$ cat src/rtl/best_arr_sender_pkg.sv
// Shared definitions for the best-match result sender: state encoding, default sizing
// and the blocked scan-order address mapping.
package best_arr_sender_pkg;

    typedef enum logic [2:0] {
        S_IDLE,
        S_SEND_IDX,
        S_SEND_DIST,
        S_DRAIN,
        S_DONE
    } sender_state_t;

    typedef enum logic [1:0] {
        SRC_IDX,
        SRC_DIST_LO,
        SRC_DIST_HI
    } word_src_t;

    localparam int unsigned DEF_DATA_WIDTH      = 11;
    localparam int unsigned DEF_ROW_SIZE        = 32;
    localparam int unsigned DEF_COL_SIZE        = 16;
    localparam int unsigned DEF_BLOCKING        = 4;
    localparam int unsigned DEF_NUM_QUERYS      = DEF_ROW_SIZE * DEF_COL_SIZE;
    localparam int unsigned DEF_QADDR_W         = $clog2(DEF_NUM_QUERYS);
    localparam int unsigned DEF_WORDS_PER_START = 3 * DEF_NUM_QUERYS;

    function automatic int unsigned cnt_width(input int unsigned n);
        return (n > 1) ? $clog2(n) : 1;
    endfunction

    function automatic int unsigned scan_addr(input int unsigned px, input int unsigned x,
                                              input int unsigned y, input int unsigned xi,
                                              input int unsigned row_size,
                                              input int unsigned blocking);
        return px * (row_size / 2) + y * row_size + x * blocking + xi;
    endfunction

endpackage

$ cat src/rtl/sender_skid_fifo.sv
// Two-entry skid buffer between the result-memory read pipeline and the output FIFO.
module sender_skid_fifo #(
    parameter int unsigned DATA_WIDTH = 11
) (
    input  logic                  clk,
    input  logic                  rst,
    input  logic                  push,
    input  logic [DATA_WIDTH-1:0] push_data,
    input  logic                  pop,
    output logic [DATA_WIDTH-1:0] head,
    output logic                  full,
    output logic                  empty
);

    logic [DATA_WIDTH-1:0] mem [2];
    logic                  wr_ptr;
    logic                  rd_ptr;
    logic [1:0]            count;

    always_ff @(posedge clk or posedge rst) begin
        if (rst) begin
            mem[0] <= '0;
            mem[1] <= '0;
            wr_ptr <= 1'b0;
            rd_ptr <= 1'b0;
            count  <= '0;
        end else begin
            if (push) begin
                mem[wr_ptr] <= push_data;
                wr_ptr      <= ~wr_ptr;
            end
            if (pop) begin
                rd_ptr <= ~rd_ptr;
            end
            count <= count + {1'b0, push} - {1'b0, pop};
        end
    end

    assign head  = mem[rd_ptr];
    assign full  = (count == 2'd2);
    assign empty = (count == 2'd0);

endmodule

$ cat src/rtl/best_arr_sender.sv
// Streams best-index then best-distance (low/high halves) words in blocked scan order
// into the output FIFO, flow-controlled through a small skid buffer.
module best_arr_sender
    import best_arr_sender_pkg::*;
#(
    parameter int unsigned DATA_WIDTH = 11,
    parameter int unsigned ROW_SIZE   = 32,
    parameter int unsigned COL_SIZE   = 16,
    parameter int unsigned BLOCKING   = 4
) (
    input  logic                                   clk,
    input  logic                                   rst,
    input  logic                                   send_best_arr,
    output logic                                   idx_rd_en,
    output logic                                   dist_rd_en,
    output logic [$clog2(ROW_SIZE*COL_SIZE)-1:0]   rd_addr,
    input  logic [DATA_WIDTH-1:0]                  idx_rd_data,
    input  logic [2*DATA_WIDTH-1:0]                dist_rd_data,
    output logic                                   out_fifo_wenq,
    output logic [DATA_WIDTH-1:0]                  out_fifo_wdata,
    input  logic                                   out_fifo_wfull_n,
    output logic                                   busy,
    output logic                                   send_done
);

    localparam int unsigned NUM_QUERYS = ROW_SIZE * COL_SIZE;
    localparam int unsigned QADDR_W    = $clog2(NUM_QUERYS);
    localparam int unsigned X_BLOCKS   = ROW_SIZE / 2 / BLOCKING;
    localparam int unsigned XI_W       = cnt_width(BLOCKING);
    localparam int unsigned Y_W        = cnt_width(COL_SIZE);
    localparam int unsigned X_W        = cnt_width(X_BLOCKS);

    localparam logic [XI_W-1:0] XI_MAX = XI_W'(BLOCKING - 1);
    localparam logic [Y_W-1:0]  Y_MAX  = Y_W'(COL_SIZE - 1);
    localparam logic [X_W-1:0]  X_MAX  = X_W'(X_BLOCKS - 1);

    sender_state_t state, state_next;

    logic            start_q;
    logic            start_accept;
    logic [XI_W-1:0] xi;
    logic [Y_W-1:0]  y;
    logic [X_W-1:0]  x;
    logic            px;
    logic            agg;
    logic            last_query;
    logic            adv_query;
    logic            issue;
    logic            pend;
    word_src_t       pend_src;
    logic [DATA_WIDTH-1:0] dist_hi;
    logic [DATA_WIDTH-1:0] push_data;
    logic            skid_full;
    logic            skid_empty;
    logic            pop;
    logic [1:0]      level;

    always_ff @(posedge clk or posedge rst) begin
        if (rst) begin
            state   <= S_IDLE;
            start_q <= 1'b0;
        end else begin
            state   <= state_next;
            start_q <= send_best_arr;
        end
    end

    assign pop        = !skid_empty && out_fifo_wfull_n;
    assign last_query = px && (x == X_MAX) && (y == Y_MAX) && (xi == XI_MAX);

    always_comb begin
        state_next   = state;
        start_accept = 1'b0;
        issue        = 1'b0;
        idx_rd_en    = 1'b0;
        dist_rd_en   = 1'b0;
        adv_query    = 1'b0;
        // Credit: a read may issue only if the word it returns is guaranteed a skid slot.
        level        = (skid_full ? 2'd2 : (skid_empty ? 2'd0 : 2'd1)) + {1'b0, pend};
        case (state)
            S_IDLE, S_DONE: begin
                if (send_best_arr && !start_q) begin
                    start_accept = 1'b1;
                    state_next   = S_SEND_IDX;
                end
            end
            S_SEND_IDX: begin
                issue     = (level < 2'd2) || pop;
                idx_rd_en = issue;
                adv_query = issue;
                if (issue && last_query) state_next = S_SEND_DIST;
            end
            S_SEND_DIST: begin
                issue      = (level < 2'd2) || pop;
                dist_rd_en = issue && !agg;
                adv_query  = issue && agg;
                if (issue && agg && last_query) state_next = S_DRAIN;
            end
            S_DRAIN: begin
                if (!pend && skid_empty) state_next = S_DONE;
            end
            default: state_next = S_IDLE;
        endcase
    end

    always_ff @(posedge clk or posedge rst) begin
        if (rst) begin
            xi  <= '0;
            y   <= '0;
            x   <= '0;
            px  <= 1'b0;
            agg <= 1'b0;
        end else if (start_accept) begin
            xi  <= '0;
            y   <= '0;
            x   <= '0;
            px  <= 1'b0;
            agg <= 1'b0;
        end else begin
            if (issue && state == S_SEND_DIST) agg <= ~agg;
            if (adv_query) begin
                if (xi == XI_MAX) begin
                    xi <= '0;
                    if (y == Y_MAX) begin
                        y <= '0;
                        if (x == X_MAX) begin
                            x  <= '0;
                            px <= ~px;
                        end else begin
                            x <= x + X_W'(1);
                        end
                    end else begin
                        y <= y + Y_W'(1);
                    end
                end else begin
                    xi <= xi + XI_W'(1);
                end
            end
        end
    end

    // The upper distance half is captured when the low half returns and replayed one slot later.
    always_ff @(posedge clk or posedge rst) begin
        if (rst) begin
            pend     <= 1'b0;
            pend_src <= SRC_IDX;
            dist_hi  <= '0;
        end else begin
            pend <= issue;
            if (issue) begin
                pend_src <= (state == S_SEND_IDX) ? SRC_IDX : (agg ? SRC_DIST_HI : SRC_DIST_LO);
            end
            if (pend && pend_src == SRC_DIST_LO) begin
                dist_hi <= dist_rd_data[2*DATA_WIDTH-1:DATA_WIDTH];
            end
        end
    end

    always_comb begin
        push_data = idx_rd_data;
        case (pend_src)
            SRC_DIST_LO: push_data = dist_rd_data[DATA_WIDTH-1:0];
            SRC_DIST_HI: push_data = dist_hi;
            default:     push_data = idx_rd_data;
        endcase
    end

    sender_skid_fifo #(
        .DATA_WIDTH(DATA_WIDTH)
    ) u_skid (
        .clk       (clk),
        .rst       (rst),
        .push      (pend),
        .push_data (push_data),
        .pop       (pop),
        .head      (out_fifo_wdata),
        .full      (skid_full),
        .empty     (skid_empty)
    );

    assign rd_addr       = QADDR_W'(scan_addr(32'(px), 32'(x), 32'(y), 32'(xi), ROW_SIZE, BLOCKING));
    assign out_fifo_wenq = pop;
    assign busy          = (state == S_SEND_IDX) || (state == S_SEND_DIST) || (state == S_DRAIN);
    assign send_done     = (state == S_DONE);

endmodule

$ cat config.mk
export PLATFORM = sky130hd
export DESIGN_NAME = best_arr_sender
export DESIGN_NICKNAME = d
export VERILOG_FILES = /design/src/rtl/best_arr_sender_pkg.sv /design/src/rtl/sender_skid_fifo.sv /design/src/rtl/best_arr_sender.sv
export SDC_FILE = /design/constraint.sdc
export NUM_CORES = 1
export LEC_CHECK = 0
export CORE_MARGIN = 10
export CORE_UTILIZATION = 48
export CTS_CLUSTER_DIAMETER = 150
export DETAILED_ROUTE_END_ITERATION = 6
export MAX_ROUTING_LAYER = met4
export PLACE_DENSITY_LB_ADDON = 0.08
export SYNTH_ARGS = -nofsm -noshare
export SYNTH_HDL_FRONTEND = slang
export SYNTH_SLANG_ARGS = --single-unit
$ cat constraint.sdc
create_clock -name clk -period 2.8 [get_ports clk]
set_input_delay 0.42 -clock clk [delete_from_list [all_inputs] [get_ports clk]]
set_output_delay 0.42 -clock clk [all_outputs]
set_load 0.02 [all_outputs]
==> metrics.md <==
| Metric | Value |
|---|---|
| Status | `finished, final reports clean` |
| Drt pass-1 iters | `4` |
| Total CTS buffers | `5` |
| Sw Share | `38.75%` |
| Synth unique cells | `39` |
| Sw power | `0.001282 W` |
| # clock sinks | `54` |
| Min-Delay Path Class | `reg2reg` |
| Total track usage | `14.33%` |
| Startpoint Class | `register` |
| Mapped Nets | `303` |
| Drt wl/cell | `15.25 microns` |
| Slew Viols, Final | `0` |
| Met1 Use GR | `18.77%` |
| Core area | `0.005205 sq mm` |
| Hold Crit Depth | `1` |
| GP Congestion | `0.8418` |
| Sequential power share | `40.0%` |
| P&R area growth vs syn | `28.56%` |
| GR Overflow Total | `0` |
| Nets | `359` |
| CP endpoint | `dist_rd_en` |
| Global routing usage on met2 | `21.72%` |
| Clock power share | `13.5%` |
| Maximum clock rate | `394.5 MHz` |
| Initial Utilization | `50.34%` |
| Die boundary height | `93.88 microns` |
| Clk Tree Root Cell | `clkbuf_8` |
| Reg2reg end | `dist_hi[3]` |
| DIE WIDTH | `93.88 microns` |
| Arr. time, crit path | `2110 ps` |
| Detailed Place HPWL | `4.473 mm` |
| Worst rel slew slack | `54.21%` |
| GR Util met3 | `3.357%` |
| PostCTS Resize Cnt | `0` |
| Critical path data required time | `2380 ps` |
| Std-Cell Rows | `26` |
| Cell Int Power | `0.002025 W` |
| Largest net degree at the start of global routing | `55` |
| FF-to-FF Start | `pend_src[1]` |
| Post-Synthesis Cells | `259` |
| Cts hold-fix bufs | `0` |
| Final hold violations | `0` |
| Detailed-route via count | `2,032` |
| R2R Setup Slk | `1010 ps` |
| Placement Cell Area | `0.003274 sq mm` |
| DRC | `0` |
| Ys Warns | `0` |
| Worst Setup SP | `pend` |
| First-pass GRT wire length | `9.860 mm` |
| Async S/R FF share, synth | `100.0%` |
| Die area | `0.008813 sq mm` |
| Number of synthesized flops with an enable pin | `0` |
| Critical path capture point type | `output port` |
| Worst Tran Pin Value | `686.8 ps` |
| Boundary Pins | `62` |
| Routed WL | `5.887 mm` |
| P_leak | `1.414 nW` |
| FF+latch count, synth | `54` |
| Initial drt markers | `43` |
| CP Max Fanout | `7` |
| Pwr dens | `981.8 mW/mm^2` |
| Period utilization | `90.53%` |
| Final Critical Period | `2535 ps` |
| Comb power frac | `46.4%` |
| Max_cap viols | `0` |
| Worst skew pair latency | `310 ps` |
| Final ANT Viol Nets | `0` |
| H-tree levels | `2` |
| # diodes | `0` |
| RSZ-0062 raised after global routing | `false` |
| Final setup viols | `0` |
| Layout cell share with drive strength beyond 1 | `11.39%` |
| R2R cell count | `4` |
| Via density | `5.264` |
| Global routing's busiest layer | `met2` |
| Setup CP Type | `reg2out` |
| I/O Buffers | `61` |
| Initial antenna violation count | `0` |
| Setup Fix Bufs, Post-CTS | `0` |
| Clock transition at path regs | `90 ps` |
| Total Neg Setup Slack | `0 ps` |
| Mean Syn Cell Area | `10.12 sq um` |
| Worst hold slack | `483.2 ps` |
| Worst-case clock buffer depth | `2` |
| Cell Area, Synth | `0.002620 sq mm` |
| Sequential area share after synthesis | `51.58%` |
| Skew final | `6.692 ps` |
| Peak VDD IR | `0.4668 mV` |
| Dominant synthesized flop cell | `dfrtp_1` |
| Number of global-route vias before repair | `1,964` |
| TritonCTS clock tree | `yes` |
| Cell area after layout | `0.003368 sq mm` |
## how the worst min path moves through the flow
stage / start / endpoint / slack (ps)
after floorplan: u_skid.mem[0] / u_skid.mem[0] / 440
after global placement: u_skid.mem[7] / u_skid.mem[7] / 460
after detailed placement: u_skid.mem[1] / u_skid.mem[1] / 470
after CTS: u_skid.wr_ptr / u_skid.wr_ptr / 490
after global routing: u_skid.mem[5] / u_skid.mem[5] / 500
final: u_skid.wr_ptr / u_skid.wr_ptr / 480
## cell type report
| class | instances | area [sq um] |
|---|---|---|
| Sequential cell | 54 | 1351 |
| Fill cell | 465 | 1837 |
| Timing Repair Buffer | 63 | 625.6 |
| Inverter | 10 | 37.54 |
| Clock inverter | 3 | 25.02 |
| Multi-Input combinational cell | 181 | 1172 |
| Tap cell | 70 | 87.58 |
| Clock buffer | 5 | 68.82 |
## cells in the mapped netlist, drive strengths merged, types with 2 or more instances
cell type  instances  share of area, %
dfrtp             54                52
nand2             32               4.6
o21ai             28               5.3
mux2              22               9.5
nor2              19               2.7
a21oi             18               3.6
a22oi             12               3.4
inv               10               1.4
buf                7               1.2
clkbuf             7               1.0
ha                 7               3.3
nand3              4              0.76
o31ai              4               1.1
nand2b             3              0.72
o211ai             3              0.86
or3                3              0.72
mux2i              2              0.91
nand4              2              0.48
nor2b              2              0.48
o21a               2              0.57
or4                2              0.57
xnor2              2              0.67
xor2               2              0.67
## worst max-delay path: stages, from the launching register on
cell and delay (ps):
dfrtp_1 470, mux2i_2 280, o21bai_1 140, nor3_1 260, clkdlybuf4s50_1 660
## sequential cells by signal, summed over array words and instances (netlist names), 2 cells and up
signal and count:
pend_src 2, state 3, y 4, x 2, u_skid.count 2, xi 2, u_skid.mem 22, dist_hi 11
## per-stage QoR
step,utilization [%],power [W],cells,setup WS [ps]
final,64.71,0.003307,386,265.2
after global routing,64.71,0.003590,386,121.2
after CTS,64.71,0.003352,386,234.7
after detailed placement,62.91,0.002900,378,352.7
after global placement,62.91,0.002857,378,373.4
after floorplan,-,0.002340,259,977.9
## power by group through the flow
stage	sequential, W	combinational [W]	clock [W]
after global routing	0.00137	0.00172	0.000498
after detailed placement	0.00134	0.00156	0
final	0.00132	0.00154	0.000448
after CTS	0.00133	0.00156	0.000463
after floorplan	0.00129	0.00105	0
after global placement	0.00133	0.00153	0
## cell families after synthesis
logic type | count (synthesis) | share of synthesized area, %
AOI/OAI and AO/OA | 76 | 18.00
and+or+nand+nor | 70 | 11.70
buffers and inverters | 24 | 3.677
DFF | 54 | 51.58
xor gates and xnor gates | 4 | 1.337
adders and majority gates | 7 | 3.343
muxes | 24 | 10.36
## cells in the final DEF, fill, tap and decap left out, drive strengths merged, types with 3 or more instances in the layout
master / n
nand2b: 3
mux2: 22
nor2: 19
or3: 3
clkbuf: 5
nand3: 4
nand2: 32
a22oi: 12
clkdlybuf4s50: 61
o211ai: 3
dfrtp: 54
o21ai: 28
a21oi: 18
ha: 7
o31ai: 4
inv: 11
## routing by layer
layer / vias up / share of wire [%] / wire, microns
met5: - / 0 / 0
met4: 0 / 0.97 / 57
met3: 5 / 4.4 / 261
met2: 44 / 47 / 2747
met1: 947 / 48 / 2820
li1: 1036 / - / -
(Power assumes the default switching activity.)
